===== src/rtl/alu_result_log.sv =====
// alu_result_log: watches the committed ALU operands/control and the ALU
// result, records each settled, distinct operation into a DEPTH-entry ring
// buffer (oldest overwritten) and serves a registered, newest-first read port.
// Optional feature macro: ALU_LOG_TIMESTAMP_EN stores a free-running 32-bit
// cycle stamp with each entry and adds the rd_stamp output.
module alu_result_log #(
  parameter int DEPTH      = 8,
  parameter int AW         = 3,
  parameter int SETTLE_CYC = 4
) (
  input  logic          clk,
  input  logic          reset,
  input  logic          log_en,
  input  logic          clear,
  input  logic [3:0]    alu_control,
  input  logic [31:0]   alu_src1,
  input  logic [31:0]   alu_src2,
  input  logic [31:0]   alu_result,
  input  logic [AW-1:0] rd_index,
  output logic          rd_valid,
  output logic [3:0]    rd_control,
  output logic [31:0]   rd_src1,
  output logic [31:0]   rd_src2,
  output logic [31:0]   rd_result,
`ifdef ALU_LOG_TIMESTAMP_EN
  output logic [31:0]   rd_stamp,
`endif
  output logic          push,
  output logic [AW:0]   count,
  output logic          full,
  output logic          overflow
);

  // Settle counter only has to reach SETTLE_CYC-1.
  localparam int CW = (SETTLE_CYC > 1) ? $clog2(SETTLE_CYC) : 1;
  localparam logic [CW-1:0] SETTLE_LAST = CW'(SETTLE_CYC - 1);
  localparam logic [AW:0]   FULL_CNT    = DEPTH[AW:0];

  typedef enum logic [1:0] {
    ST_IDLE,
    ST_WAIT,
    ST_COMMIT
  } state_t;

  typedef struct packed {
    logic [3:0]  control;
    logic [31:0] src1;
    logic [31:0] src2;
    logic [31:0] result;
`ifdef ALU_LOG_TIMESTAMP_EN
    logic [31:0] stamp;
`endif
  } entry_t;

  logic [67:0]   tuple;
  logic [67:0]   snap_q;
  logic [67:0]   last_q;
  logic          last_valid_q;
  logic          change;

  state_t        state_q, state_d;
  logic [CW-1:0] cnt_q, cnt_d;

  logic [AW-1:0] wr_ptr_q;
  logic [AW:0]   count_q;
  logic          overflow_q;
  logic          push_w;

  entry_t        mem [DEPTH];
  entry_t        wr_entry;
  entry_t        rd_q;
  logic          rd_valid_q;
  logic [AW-1:0] rd_addr;
  logic          rd_hit;

  assign tuple  = {alu_control, alu_src1, alu_src2};
  assign change = (tuple != snap_q);

  // Settle FSM next state: restart the settle window on every input change.
  // NOTE: every variable gets a default first so no path can infer a latch.
  always_comb begin
    state_d = state_q;
    cnt_d   = cnt_q;
    unique case (state_q)
      ST_IDLE: begin
        if (change) begin
          state_d = ST_WAIT;
          cnt_d   = '0;
        end
      end
      ST_WAIT: begin
        if (change) begin
          cnt_d = '0;
        end else if (cnt_q == SETTLE_LAST) begin
          state_d = ST_COMMIT;
        end else begin
          cnt_d = cnt_q + 1'b1;
        end
      end
      ST_COMMIT: state_d = ST_IDLE;
      default:   state_d = ST_IDLE;
    endcase
    if (!log_en) begin
      state_d = ST_IDLE;
    end
  end

  // Commit writes only when the tuple differs from the last one logged.
  assign push_w = (state_q == ST_COMMIT) && log_en &&
                  (!last_valid_q || (tuple != last_q));

`ifdef ALU_LOG_TIMESTAMP_EN
  logic [31:0] stamp_q;

  // Free-running cycle stamp, wraps naturally at 2^32.
  always_ff @(posedge clk) begin
    if (reset) begin
      stamp_q <= '0;
    end else begin
      stamp_q <= stamp_q + 1'b1;
    end
  end
`endif

  // Assemble the entry written in the COMMIT cycle.
  always_comb begin
    wr_entry.control = alu_control;
    wr_entry.src1    = alu_src1;
    wr_entry.src2    = alu_src2;
    wr_entry.result  = alu_result;
`ifdef ALU_LOG_TIMESTAMP_EN
    wr_entry.stamp   = stamp_q;
`endif
  end

  // Snapshot, FSM, write pointer, occupancy and dedupe bookkeeping.
  // NOTE: state registers use non-blocking assignments so every flop samples pre-edge values.
  always_ff @(posedge clk) begin
    if (reset) begin
      snap_q       <= '0;
      state_q      <= ST_IDLE;
      cnt_q        <= '0;
      wr_ptr_q     <= '0;
      count_q      <= '0;
      overflow_q   <= 1'b0;
      last_q       <= '0;
      last_valid_q <= 1'b0;
    end else begin
      snap_q  <= tuple;
      cnt_q   <= cnt_d;
      state_q <= clear ? ST_IDLE : state_d;
      if (clear) begin
        wr_ptr_q     <= '0;
        count_q      <= '0;
        overflow_q   <= 1'b0;
        last_valid_q <= 1'b0;
      end else if (push_w) begin
        wr_ptr_q <= wr_ptr_q + 1'b1;
        if (count_q == FULL_CNT) begin
          overflow_q <= 1'b1;
        end else begin
          count_q <= count_q + 1'b1;
        end
        last_q       <= tuple;
        last_valid_q <= 1'b1;
      end
    end
  end

  // Log storage; a clear in the same cycle discards the entry.
  // NOTE: storage has no reset; count gates every read so stale contents are never visible.
  always_ff @(posedge clk) begin
    if (push_w && !clear) begin
      mem[wr_ptr_q] <= wr_entry;
    end
  end

  assign rd_addr = wr_ptr_q - 1'b1 - rd_index;
  assign rd_hit  = ({1'b0, rd_index} < count_q);

  // Registered newest-first read; data is zeroed when the index is out of range.
  always_ff @(posedge clk) begin
    if (reset) begin
      rd_valid_q <= 1'b0;
      rd_q       <= '0;
    end else begin
      rd_valid_q <= rd_hit;
      rd_q       <= rd_hit ? mem[rd_addr] : '0;
    end
  end

  assign rd_valid   = rd_valid_q;
  assign rd_control = rd_q.control;
  assign rd_src1    = rd_q.src1;
  assign rd_src2    = rd_q.src2;
  assign rd_result  = rd_q.result;
`ifdef ALU_LOG_TIMESTAMP_EN
  assign rd_stamp   = rd_q.stamp;
`endif
  assign push       = push_w;
  assign count      = count_q;
  assign full       = (count_q == FULL_CNT);
  assign overflow   = overflow_q;

endmodule


===== config.mk =====
export PLATFORM = sky130hd
export DESIGN_NAME = alu_result_log
export DESIGN_NICKNAME = d
export VERILOG_FILES = /design/src/rtl/alu_result_log.sv
export SDC_FILE = /design/constraint.sdc
export NUM_CORES = 1
export LEC_CHECK = 0
export CORE_MARGIN = 10
export CORE_UTILIZATION = 32
export CTS_CLUSTER_SIZE = 16
export DETAILED_ROUTE_END_ITERATION = 6
export HOLD_SLACK_MARGIN = 0.05
export SLEW_MARGIN = 10
export SYNTH_ARGS = -nofsm -noshare
export SYNTH_HDL_FRONTEND = slang
export SYNTH_SLANG_ARGS = --single-unit
export TNS_END_PERCENT = 30

===== constraint.sdc =====
create_clock -name clk -period 35.4 [get_ports clk]
set_input_delay 3.54 -clock clk [delete_from_list [all_inputs] [get_ports clk]]
set_output_delay 3.54 -clock clk [all_outputs]
set_load 0.01 [all_outputs]

==> summary by stage, run 1 <==
Run status
The flow ran to the end, and the final reports show no timing, DRC or antenna violations.

Setup path
The worst register-to-register path ends at rd_src1[13]. STA classifies the critical path endpoint as an output port. The worst setup path is launched from an input pin. The gate family responsible for the most delay along the worst path is buffers and inverters. The count of cells along the worst register-to-register path is 8. The slowest cell on the critical path is sky130_fd_sc_hd__clkdlybuf4s50_1.

The critical path goes through clkdlybuf4s50_1, nor2b_1, a2111o_1, a2111oi_0, nand4_1, o21ai_1, buf_4, inv_2, clkdlybuf4s50_1. The stage delay of the slowest cell on the critical path is 0.68 ns. The most common cell type on the critical path is sky130_fd_sc_hd__clkdlybuf4s50_1. For flop-to-flop paths, the worst setup slack is 30.66 ns.

The worst register-to-register path begins at wr_ptr_q[0]. By startpoint and endpoint, the worst setup path is classified as input pin to output port. The critical path contains buffers and inverters numbering 4 combined. At the worst endpoint, the arrival time is 6.75 ns. Of all nets on the critical path, the largest fanout is 13.

For the worst setup path, the data required time is 31.86 ns.

Clock network
The later pin in the worst-skew pair is clocked with a latency of 0.71 ns. The maximum level of the CTS H-tree is 3. The number of buffers inserted by hold repair at cts is 0. TritonCTS built the clock tree. The clock-pin slew on the worst setup and hold paths is 0.06 ns. The tree is rooted in a sky130_fd_sc_hd__clkbuf_16. The total of cells resized after clock tree synthesis is 0.

Clock tree synthesis found a total of 1050 sinks. The number of buffers created by CTS is 110. In this run the post-CTS setup repair buffer count came out at 0. The maximum clock insertion buffer count is 3.

Die
Once the floorplan was initialized, standard cells occupied 32.3% of the core. The placeable core region is 118000 um2. The die area is 134000 um2. In this run the horizontal extent of the chip is 366 um.

The floorplan has 126 rows. The I/O pin count is 215. In this run the vertical extent of the chip is 366 um.

Timing
The worst clock skew on the final layout is 0.0562 ns. The number of failing setup endpoints in the final timing report is 0. Setup repair after global routing left no endpoint under its margin. Across all hold checks on the routed design, the worst slack comes to 0.471 ns. The worst-margin pin slew is 1.09 ns. After routing, the total negative slack on setup checks comes to 0 ns.

The tightest slew margin relative to the limit is 27.5%. The share of the clock period used by the worst path is 29.1%. The final period demand of the worst path is 10.29 ns. The maximum achievable frequency is 97.2 MHz. The number of endpoints with negative hold slack in the final report is 0. The final count of pins violating max slew is 0.

Routing
The number of remaining DRC errors is 0. After detailed routing, the average wire length per cell comes to 23.8 um. The total number of vias is 19800. The count of routing violations after the opening detailed-route iteration is 1509.

The number of iterations in the first detailed-routing pass is 5. The routed wire length is 96800 um. Once detail routing completed, the nets flagged for antenna violations numbered 0. Using the TritonRoute via totals, the vias-per-cell ratio works out to 4.86.

Final layout
In the final design database the tool counted 2489 nets. The fraction of final layout cells sized beyond drive strength 1 is 18.9%. The post-synthesis to final-layout area growth is 21.3%.

The final standard cell count with taps included and fillers excluded is 4074. The library cells used most frequently in the layout, excluding fill and tap cells, are sky130_fd_sc_hd__edfxtp_1, sky130_fd_sc_hd__dfxtp_1, sky130_fd_sc_hd__clkdlybuf4s50_1. Leaving out fill and tap cells, the most frequent cell in the layout is sky130_fd_sc_hd__edfxtp_1.

The filler cell count in the final layout is 10600. Measured on the finished design, the core utilization comes to 39.2%.

Yosys
The area of the mapped netlist is 38300 um2. Counting flops with an async set or reset pin after synthesis yields a share of 0%. Sequential elements use 75.9% of the synthesized area. After synthesis, the largest family of logic cells by area is multiplexers. The number of synthesized register bits is 1050. The post-synthesis xor/xnor area fraction is 2.95%. After Yosys synthesis, and, or, nand and nor cells account for 4.44% of the synthesized area. Summing the areas of all compound-gate instances in the mapped netlist gives 3.40% of the synthesized area. The net count after synthesis is 2184.

The synthesized netlist devotes 0.281% of its cell area to adder and majority cells. The dominant synthesized flop cell is sky130_fd_sc_hd__edfxtp_1. The post-synthesis instance total is 2069. The synthesized area per cell is 18.5 um2. The number of enable flip-flop cells after synthesis is 800. The count of unique library cells instantiated by Yosys is 44.

Multiplexer cells account for 11.8% of the synthesized area. The number of warnings issued by yosys is 0.

Min path
The type of the worst min-delay path is flop to flop. The hold-critical path depth is 2. The startpoint of the tightest hold check path is overflow. The worst hold path endpoint is overflow.

Power
The power density normalized to cell area is 56.4 nW/um2. VDD sags by at most 0.0363 mV. The overall power is 2620 uW. Summed over all cells, the static leakage comes to 0.0150 uW.

GRT
The via count of the first global-routing pass was 20900. Entering global routing, the biggest net connects 97 pins. The global-route wire length before repair is 143000 um.

The initial antenna violation count came to 10. For this run the aggregate overflow at the end of global routing stands at 0. Global routing consumed, over all layers together, 14.2% of the routing resources.

Place
The number of cells after detailed placement is 3862. Routability-driven placement finished with a final weighted congestion of 0.777. The count of port buffers added during placement is 214. Detailed placement ended at an HPWL of 56100 um.

Flow run
The tool flagged a number of max-cap violations equal to 0.
==> registers in the layout, indices dropped and copies added, names as in the netlist <==
register and flops:
mem 800, last_q 68, snap_q 68, rd_result 32, rd_src1 32, rd_src2 32
count 4, rd_control 4, wr_ptr_q 3, cnt_q 2, state_q 2, last_valid_q 1
overflow 1, rd_valid 1
==> synth_stat cells, types with 4 or more instances <==
cell type / count / area, um2
sky130_fd_sc_hd__a21oi_1: 108 / 541
sky130_fd_sc_hd__a22o_1: 68 / 596
sky130_fd_sc_hd__and4_1: 4 / 35.0
sky130_fd_sc_hd__buf_1: 20 / 75.1
sky130_fd_sc_hd__buf_2: 5 / 25.0
sky130_fd_sc_hd__clkbuf_1: 73 / 274
sky130_fd_sc_hd__dfxtp_1: 250 / 5000
sky130_fd_sc_hd__edfxtp_1: 800 / 24000
sky130_fd_sc_hd__ha_1: 7 / 87.6
sky130_fd_sc_hd__inv_1: 19 / 71.3
sky130_fd_sc_hd__mux4_2: 200 / 4500
sky130_fd_sc_hd__nand2_1: 211 / 792
sky130_fd_sc_hd__nand3_1: 8 / 40.0
sky130_fd_sc_hd__nand4_1: 27 / 169
sky130_fd_sc_hd__nor2_1: 18 / 67.6
sky130_fd_sc_hd__nor2b_1: 67 / 419
sky130_fd_sc_hd__nor4_1: 16 / 100
sky130_fd_sc_hd__o21ai_0: 4 / 20.0
sky130_fd_sc_hd__xnor2_1: 103 / 902
sky130_fd_sc_hd__xor2_1: 26 / 228
==> stage by stage <==
stage | area (um2) | setup slack (ns)
final | 46400 | 25.11
after global routing | 46400 | 25.00
after CTS | 46400 | 25.18
after detailed placement | 42700 | 25.17
after global placement | 42700 | 25.10
after floorplan | 38300 | 20.79
==> worst max path at each step <==
stage	from	endpoint	slack (ns)	cells after the start
detailed placement	alu_src2[19]	push	25.17	9
finish	alu_src2[19]	push	25.11	9
global placement	alu_src2[19]	push	25.10	9
global route	alu_src2[19]	push	25.00	9
floorplan	alu_src2[2]	mem[5][0]	20.79	8
CTS	alu_src2[19]	push	25.18	9
==> final cells by class <==
class	instances	area [um2]	area share [%]
flip-flops and latches	1050	29000	62.6
repair buffers	294	2750	5.93
clock buffers	159	3110	6.70
clock inverters	51	596	1.28
multi-input cells	898	8840	19.0
diodes	2	5.00	0.0108
well taps	1600	2000	4.31
inverters	20	75.1	0.162
==> cells by family after synthesis <==
logic type | count (synthesis)
multiplexers | 200
flip-flops | 1050
XOR/XNOR | 129
adder cells (fa/ha/maj) | 8
buffers and inverters | 121
AO/OA/AOI/OAI | 198
AND/OR/NAND/NOR | 363
==> power by group <==
group,switching [uW],internal (uW)
combinational,68.6,53.5
clock,487,675
sequential,3.54,1330
==> worst reg2reg max path, stage by stage (launching register included) <==
cell and delay (ns):
sky130_fd_sc_hd__dfxtp_1 0.55, sky130_fd_sc_hd__ha_4 0.18, sky130_fd_sc_hd__inv_1 0.04, sky130_fd_sc_hd__fa_4 1.22, sky130_fd_sc_hd__buf_4 0.83, sky130_fd_sc_hd__buf_4 0.89
sky130_fd_sc_hd__mux4_2 0.38, sky130_fd_sc_hd__nand2_1 0.05, sky130_fd_sc_hd__a21oi_1 0.44
==> per-layer routing <==
| layer | vias to the layer above | routed length (um) | global-route usage [%] |
|---|---|---|---|
| li1 | 8663 | - | - |
| met3 | 129 | 5930 | 2.78 |
| met1 | 10400 | 42300 | 19.3 |
| met2 | 610 | 46800 | 23.2 |
| met4 | 14 | 1650 | 3.42 |
| met5 | - | 81 | 0 |
(Power assumes the default switching activity.)
==> run 2, diff against run 1 <==
Clock period 35.4 ns to 9.45 ns, I/O delays scaled along.
==> run 2 against run 1 <==
Effect of this change: non-clock buffer count is 10 lower; sequential cell count stayed put; first-iteration DRC count is 15% higher; sequential share of layout area is 0.30 points higher; count of clock-buffer cells in the layout is 17 lower; core utilization is 0.19 points lower; global-route usage is 0.28 points lower; largest cell class unchanged.
==> summary by stage, run 2 (same netlist as run 1, synthesis figures left out) <==
Final layout
The fraction of final layout cells sized beyond drive strength 1 is 18.7% (-0.12 points). The filler cell count in the final layout is 10700 (+0.40%). The number of flip-flops under the largest register name was 800 (unchanged). The number of nets in the final layout is 2474 (-0.60%). The register with the most flip-flops is mem. The utilization of the core after routing is 39.0% (-0.19 points). The top cell types in the final layout, fill and taps aside, are sky130_fd_sc_hd__edfxtp_1, sky130_fd_sc_hd__dfxtp_1, sky130_fd_sc_hd__clkdlybuf4s50_1. The final standard cell count with taps included and fillers excluded is 4052 (-0.54%). The library cell used most frequently in the layout, excluding fill and tap cells, is sky130_fd_sc_hd__edfxtp_1. The register area came to 29000 um2 (unchanged).

In the final layout, the registers with the most flip-flops are mem x800, last_q x68, snap_q x68. The area growth from synthesis to layout is 20.7%. The multi-input combinational cell area came to 8840 um2 (unchanged).

GRT
The global-route wire length before repair came to 141000 um (-1.5%). The largest net degree at the start of global routing was 83 (-14%). The total routing usage reported by global routing is 13.9% (-0.28 points). The initial antenna violation count is 9 (-1). The via count of the first global-routing pass is 20800 (-0.55%).

The total global routing overflow is 0 (unchanged).

Timing
The worst-margin pin slew is 1.02 ns (-0.0671 ns). In the finished design, the share of the clock period the worst path needs comes to 53.9%. Setup repair after global routing left no endpoint under its margin.

The tightest slew margin relative to the limit is 32.0% (+4.5 points). The final count of pins violating max slew came to 0 (unchanged). The number of failing setup endpoints in the final timing report was 0 (unchanged).

Based on the critical path, the design can be clocked at up to 196 MHz. The worst path setup slack after routing is 4.36 ns (-20.75 ns). The number of endpoints with negative hold slack in the final report was 0 (unchanged). The final period demand of the worst path is 5.09 ns.

The worst clock skew on the final layout is 0.0357 ns (-0.0204 ns).

Routing
The length of routed met2 wiring was 45600 um (-2.5%). The number of vias per cell after detailed routing was 4.83 (-0.62%). The post-detailed-route wirelength per cell is 23.4 um (-1.7%). The total met3 wirelength after detailed routing came to 6120 um (+3.1%). The met1 routed wirelength after detailed routing is 40600 um (-4.0%). The routed wire length was 94700 um (-2.2%).

The total number of vias was 19600 (-1.2%). The number of iterations in the first detailed-routing pass is 5 (unchanged). The number of remaining DRC errors is 0 (unchanged). After detailed routing, no signal wire sits above met5. The count of routing violations after the opening detailed-route iteration came to 1741 (+15%). The remaining antenna violation count came to 0 (unchanged).

Clock network
The maximum clock insertion buffer count is 3 (unchanged). The clock-pin slew on the worst setup and hold paths is 0.06 ns (about the same). The number of buffers created by CTS was 105 (-4.5%). The maximum level of the CTS H-tree is 3 (unchanged).

The number of sinks driven by the clock tree came to 1050 (unchanged). The total of cells resized after clock tree synthesis is 0 (unchanged). The number of setup buffers added after CTS came to 0 (unchanged). The root buffer cell chosen for the clock tree is sky130_fd_sc_hd__clkbuf_16.

The number of buffers inserted by hold repair at cts is 0 (unchanged). The clock tree from TritonCTS is done. The clock insertion delay at the later pin of the skew report is 0.69 ns (-0.02 ns).

Setup path
The highest net fanout along the worst path is 13 (unchanged). The type of element launching the critical path is an input pin. The arrival time reported for the critical path endpoint is 4.14 ns (-2.61 ns). The classification of the worst setup path is input pin to output port. The worst path required time is 8.51 ns (-23.35 ns). The sort of element at the end of the critical path is an output port.

Power
The power density normalized to cell area is 210 nW/um2 (+270%). The leakage power of the design is 0.0149 uW (-0.70%). The maximum resistive drop on vdd came to 0.130 mV (+260%).

Die
The starting density of the core was 32.3% (unchanged). The die area is 134000 um2 (unchanged). The placeable core region is 118000 um2 (unchanged).

The standard-cell row count came to 126 (unchanged). The horizontal extent of the die is 366 um (unchanged). The die height is 366 um (unchanged). The I/O pin count is 215 (unchanged).

Place
The last weighted congestion value of the routability-driven placer is 0.771 (-0.89%). The number of cells after detailed placement came to 3852 (-0.26%). The count of port buffers added during placement is 214 (unchanged). The detailed placer's ending HPWL came to 58300 um (+3.8%).

The worst setup slack after placement is 4.21 ns (-20.96 ns).

Flow run
The number of max-capacitance violations reported is 0 (unchanged).

Run status
The flow ran to the end, and the final reports show no timing, DRC or antenna violations.

Min path
The min-delay analysis places its worst path in the category flop to flop.
## run 2: cell types whose count changed in the layout (fill, tap and decap cells not counted), moves of 3 or more
| cell | delta |
|---|---|
| sky130_fd_sc_hd__clkinv_1 | +4 |
| sky130_fd_sc_hd__clkinv_2 | +4 |
| sky130_fd_sc_hd__buf_4 | -10 |
| sky130_fd_sc_hd__clkinvlp_4 | +3 |
| sky130_fd_sc_hd__clkbuf_1 | -18 |
## run 2: area by class of cell
class                   count  share of cell area [%]
inverters                  20                   0.163
repair buffers            284                    5.79
well taps                1600                    4.34
clock buffers             142                    6.56
flip-flops and latches   1050                    62.9
diodes                      1                 0.00542
clock inverters            57                    1.15
multi-input cells         898                    19.1
## run 2: critical path, cell delays in order
cell	delay, ns
sky130_fd_sc_hd__clkdlybuf4s50_1	0.75
sky130_fd_sc_hd__a2111o_1	0.55
sky130_fd_sc_hd__a2111oi_0	0.47
sky130_fd_sc_hd__nand4_1	0.21
sky130_fd_sc_hd__o21ai_1	0.24
sky130_fd_sc_hd__buf_4	0.26
sky130_fd_sc_hd__inv_2	0.15
sky130_fd_sc_hd__clkdlybuf4s50_1	0.56
## run 2: metal layers
metal  up-vias  GRT usage (%)
met4        10           3.97
li1       8612              -
met1     10200           18.4
met2       641           22.6
met5         -              0
met3       133           3.33
## run 2: stage by stage
stage               cell area (um2)  hold slack [ns]  power, uW  TNS (ns)
global route                  46200            0.493      10000         0
global placement              42600            0.464       5560         0
detailed placement            42600            0.466       5570         0
CTS                           46200            0.485       9790         0
floorplan                     38300            0.432       5320  -1024.28
finish                        46200            0.486       9680         0
## run 2: final timing paths
path,startpoint,end,slack [ns],cells past startpoint
min reg2reg,last_q[26],last_q[26],0.49,1
max,alu_src2[26],push,4.36,8
max reg2reg,wr_ptr_q[0],rd_src2[14],5.56,7
min,last_q[26],last_q[26],0.49,1
## run 2: power by group
group	total [uW]	internal (uW)	switching (uW)	leakage (uW)
sequential	5000	4990	14.4	0.00923
combinational	458	199	260	0.00395
clock	4220	2450	1770	0.00175
total	9680	7630	2040	0.0149
==> run 3, diff against run 2 <==
Clock period 9.45 ns to 4.64 ns, I/O delays scaled along.
==> run 3 against run 2 <==
Effect of this change: clock skew shrank 0.0040 ns; largest cell class unchanged; sequential share of layout area shrank 0.88 points; largest power group unchanged; clock power grew 100%; count of clock-buffer cells in the layout grew 14; first-iteration DRC count grew 3.7%; total power grew 100%; wire length grew 7.2%; non-clock buffer count grew 54; cell count grew 1.3%; worst setup slack lost 3.8 ns.
==> summary by stage, run 3 (same netlist as run 1, synthesis figures left out) <==
Run status
The flow ran to the end, and the final reports show no timing, DRC or antenna violations.

Power
The power density normalized to cell area is 420 nW/um2 (+100%). The cell-internal power is 15500 uW (+100%). The sequential cell fraction of total power is 51.8% (about the same). The switching power as a share of total power is 21.0% (-0.13 points).

The switching power summed over all nets came to 4130 uW (+100%). The share of power burned in combinational logic was 5.2% (+0.5 points). The overall power came to 19700 uW (+100%). The relative contribution of the clock network to total power is 43.0% (-0.6 points). The maximum resistive drop on vdd is 0.286 mV (+120%).

The leakage power of the design is 0.0152 uW (+2.0%).

Timing
The tightest slew margin relative to the limit came to 32.5% (+0.51 points). The number of failing setup endpoints in the final timing report is 0 (unchanged). The worst-margin pin slew is 1.01 ns (-0.00764 ns). Setup repair after global routing left no endpoint under its margin.

The number of endpoints with negative hold slack in the final report is 0 (unchanged). The final critical path takes up 88.6% of the cycle. The worst clock skew on the final layout is 0.0317 ns (-0.00404 ns). The final count of pins violating max slew is 0 (unchanged). After layout, the minimum clock period comes to 4.11 ns. The maximum achievable frequency is 243 MHz.

Clock network
The cell sitting at the root of the clock tree is a sky130_fd_sc_hd__clkbuf_16. The number of buffers inserted by hold repair at cts is 0 (unchanged). The maximum clock insertion buffer count is 3 (unchanged).

The number of sinks driven by the clock tree is 1050 (unchanged). The number of buffers created by CTS came to 105 (unchanged). The clock tree from TritonCTS is done. The clock-pin slew on the worst setup and hold paths is 0.06 ns (about the same).

The number of setup buffers added after CTS is 0 (unchanged). The total of cells resized after clock tree synthesis is 0 (unchanged). The maximum level of the CTS H-tree is 3 (unchanged). The clock insertion delay at the later pin of the skew report is 0.67 ns (-0.02 ns).

Die
The starting density of the core is 32.3% (unchanged). The die height came to 366 um (unchanged). The horizontal extent of the die is 366 um (unchanged). The placeable core region is 118000 um2 (unchanged). The I/O pin count is 215 (unchanged). The die area is 134000 um2 (unchanged). The standard-cell row count came to 126 (unchanged).

GRT
The via count of the first global-routing pass was 20700 (-0.25%). The global-route wire length before repair is 148000 um (+4.8%). The largest net degree at the start of global routing came to 82 (-1.2%).

The total global routing overflow is 0 (unchanged). The initial antenna violation count is 8 (-1). The total routing usage reported by global routing is 14.7% (+0.84 points).

Setup path
The worst reg-to-reg setup slack is 1.04 ns (-4.52 ns). In this run the critical register-to-register path is captured at mem[1][6]. In this design, the largest share of critical-path delay is due to compound AO/OA/AOI/OAI gates.

The type of element launching the critical path is a flop. The highest net fanout along the worst path is 8 (-5). The slowest stage of the critical path belongs to the cell sky130_fd_sc_hd__a2111oi_0. The arrival time reported for the critical path endpoint is 3.65 ns (-0.49 ns). The stage delay of the slowest cell on the critical path is 0.60 ns (-0.15 ns). The signal on the critical path passes through nor2b_1, a2111o_1, a2111oi_0, nand4_1, o21ai_2, inv_4, buf_4, clkdlybuf4s50_1. In this run the worst setup path begins at last_q[16]. The beginning of the worst register-to-register path is last_q[16]. STA classifies the critical path endpoint as an output port. The critical path is of the flop to output port type. The count of cells along the worst register-to-register path is 9 (+2). The worst path required time is 4.18 ns (-4.33 ns). The count of buffer and inverter cells on the critical path is 3 (-1). The count of cell instances traversed by the critical path was 8 (unchanged).

Following the worst setup path forward leads to its endpoint at push.

Place
The last weighted congestion value of the routability-driven placer is 0.785 (+1.9%). The count of port buffers added during placement is 214 (unchanged). The detailed placer's ending HPWL is 66000 um (+13%).

Final layout
Counting flops per register, the top entry is mem. Leaving out fill and tap cells, the most frequent cell in the layout is sky130_fd_sc_hd__edfxtp_1. The number of nets in the final layout is 2528 (+2.2%).

The filler cell count in the final layout was 10600 (-0.15%). The utilization of the core after routing is 39.6% (+0.56 points). The fraction of final layout cells sized beyond drive strength 1 was 19.9% (+1.2 points).

The top cell types in the final layout, fill and taps aside, are sky130_fd_sc_hd__edfxtp_1, sky130_fd_sc_hd__dfxtp_1, sky130_fd_sc_hd__clkdlybuf4s50_1. The post-synthesis to final-layout area growth is 22.4%. The number of inserted diodes is 0 (-1). The largest registers in the layout are mem x800, last_q x68, snap_q x68. The number of flip-flops under the largest register name came to 800 (unchanged).

Routing
The post-detailed-route wirelength per cell is 24.7 um (+5.9%). The number of remaining DRC errors is 0 (unchanged). The number of iterations in the first detailed-routing pass is 5 (unchanged). The remaining antenna violation count is 0 (unchanged). The total number of vias came to 20100 (+2.5%). The count of routing violations after the opening detailed-route iteration is 1805 (+3.7%). The routed wire length was 101000 um (+7.2%). The number of vias per cell after detailed routing is 4.89 (+1.2%).

Min path
The hold-critical path depth came to 3 (+2). The type of the worst min-delay path is input pin to flop.

Flow run
The number of max-capacitance violations reported came to 0 (unchanged).
## run 3: cell types whose count changed in the layout (fill, tap and decap cells not counted), sizes merged
cell,change
clkinv,-10
bufinv,-1
inv,-3
buf,+54
diode,-1
clkinvlp,-2
clkbuf,+14
## run 3: tightest hold or removal path: cells and delay by family
family                 cells  cell delay [ns]
AOI/OAI and AO/OA          2             0.46
buffers and inverters      1             0.09
## run 3: worst min path at each step
stage                  from            end
2_1_floorplan  last_valid_q   last_valid_q
3_3_place_gp       overflow       overflow
3_5_place_dp       overflow       overflow
4_1_cts               reset  rd_result[15]
5_1_grt               reset  rd_result[15]
6_report              reset  rd_result[15]
## run 3: routing by layer
layer | vias up | track usage [%] | wire (um)
li1 | 8727 | - | -
met2 | 686 | 23.9 | 48900
met4 | 6 | 3.70 | 2260
met5 | - | 0 | 46
met3 | 148 | 3.71 | 7400
met1 | 10500 | 19.6 | 42900
## run 3: area by class of cell
cell class	instances	area, um2	share of cell area [%]
Clock inverter	41	373	0.796
Tap cell	1600	2000	4.27
Clock buffer	156	3090	6.61
Timing Repair Buffer	338	3370	7.20
Multi-Input combinational cell	898	8890	19.0
Sequential cell	1050	29000	62.0
Inverter	20	77.6	0.166
## run 3: per-stage QoR
| step | setup WS, ns | TNS [ns] | hold slack, ns | instance area (um2) | instances |
|---|---|---|---|---|---|
| 3_5_place_dp | 0.445 | 0 | 0.459 | 43400 | 3905 |
| 4_1_cts | 0.597 | 0 | 0.392 | 46800 | 4102 |
| 5_1_grt | 0.435 | 0 | 0.432 | 46800 | 4103 |
| 2_1_floorplan | -0.316 | -95.13 | 0.433 | 38300 | 2069 |
| 6_report | 0.530 | 0 | 0.425 | 46800 | 4103 |
| 3_3_place_gp | 0.350 | 0 | 0.463 | 43400 | 3905 |
## run 3: power groups by stage
stage | sequential, uW | combinational, uW | clock, uW
final | 10200 | 1030 | 8460
after global routing | 10200 | 1100 | 8970
after detailed placement | 10400 | 1040 | 0
after floorplan | 10400 | 437 | 0
after CTS | 10200 | 1040 | 8620
after global placement | 10400 | 1030 | 0
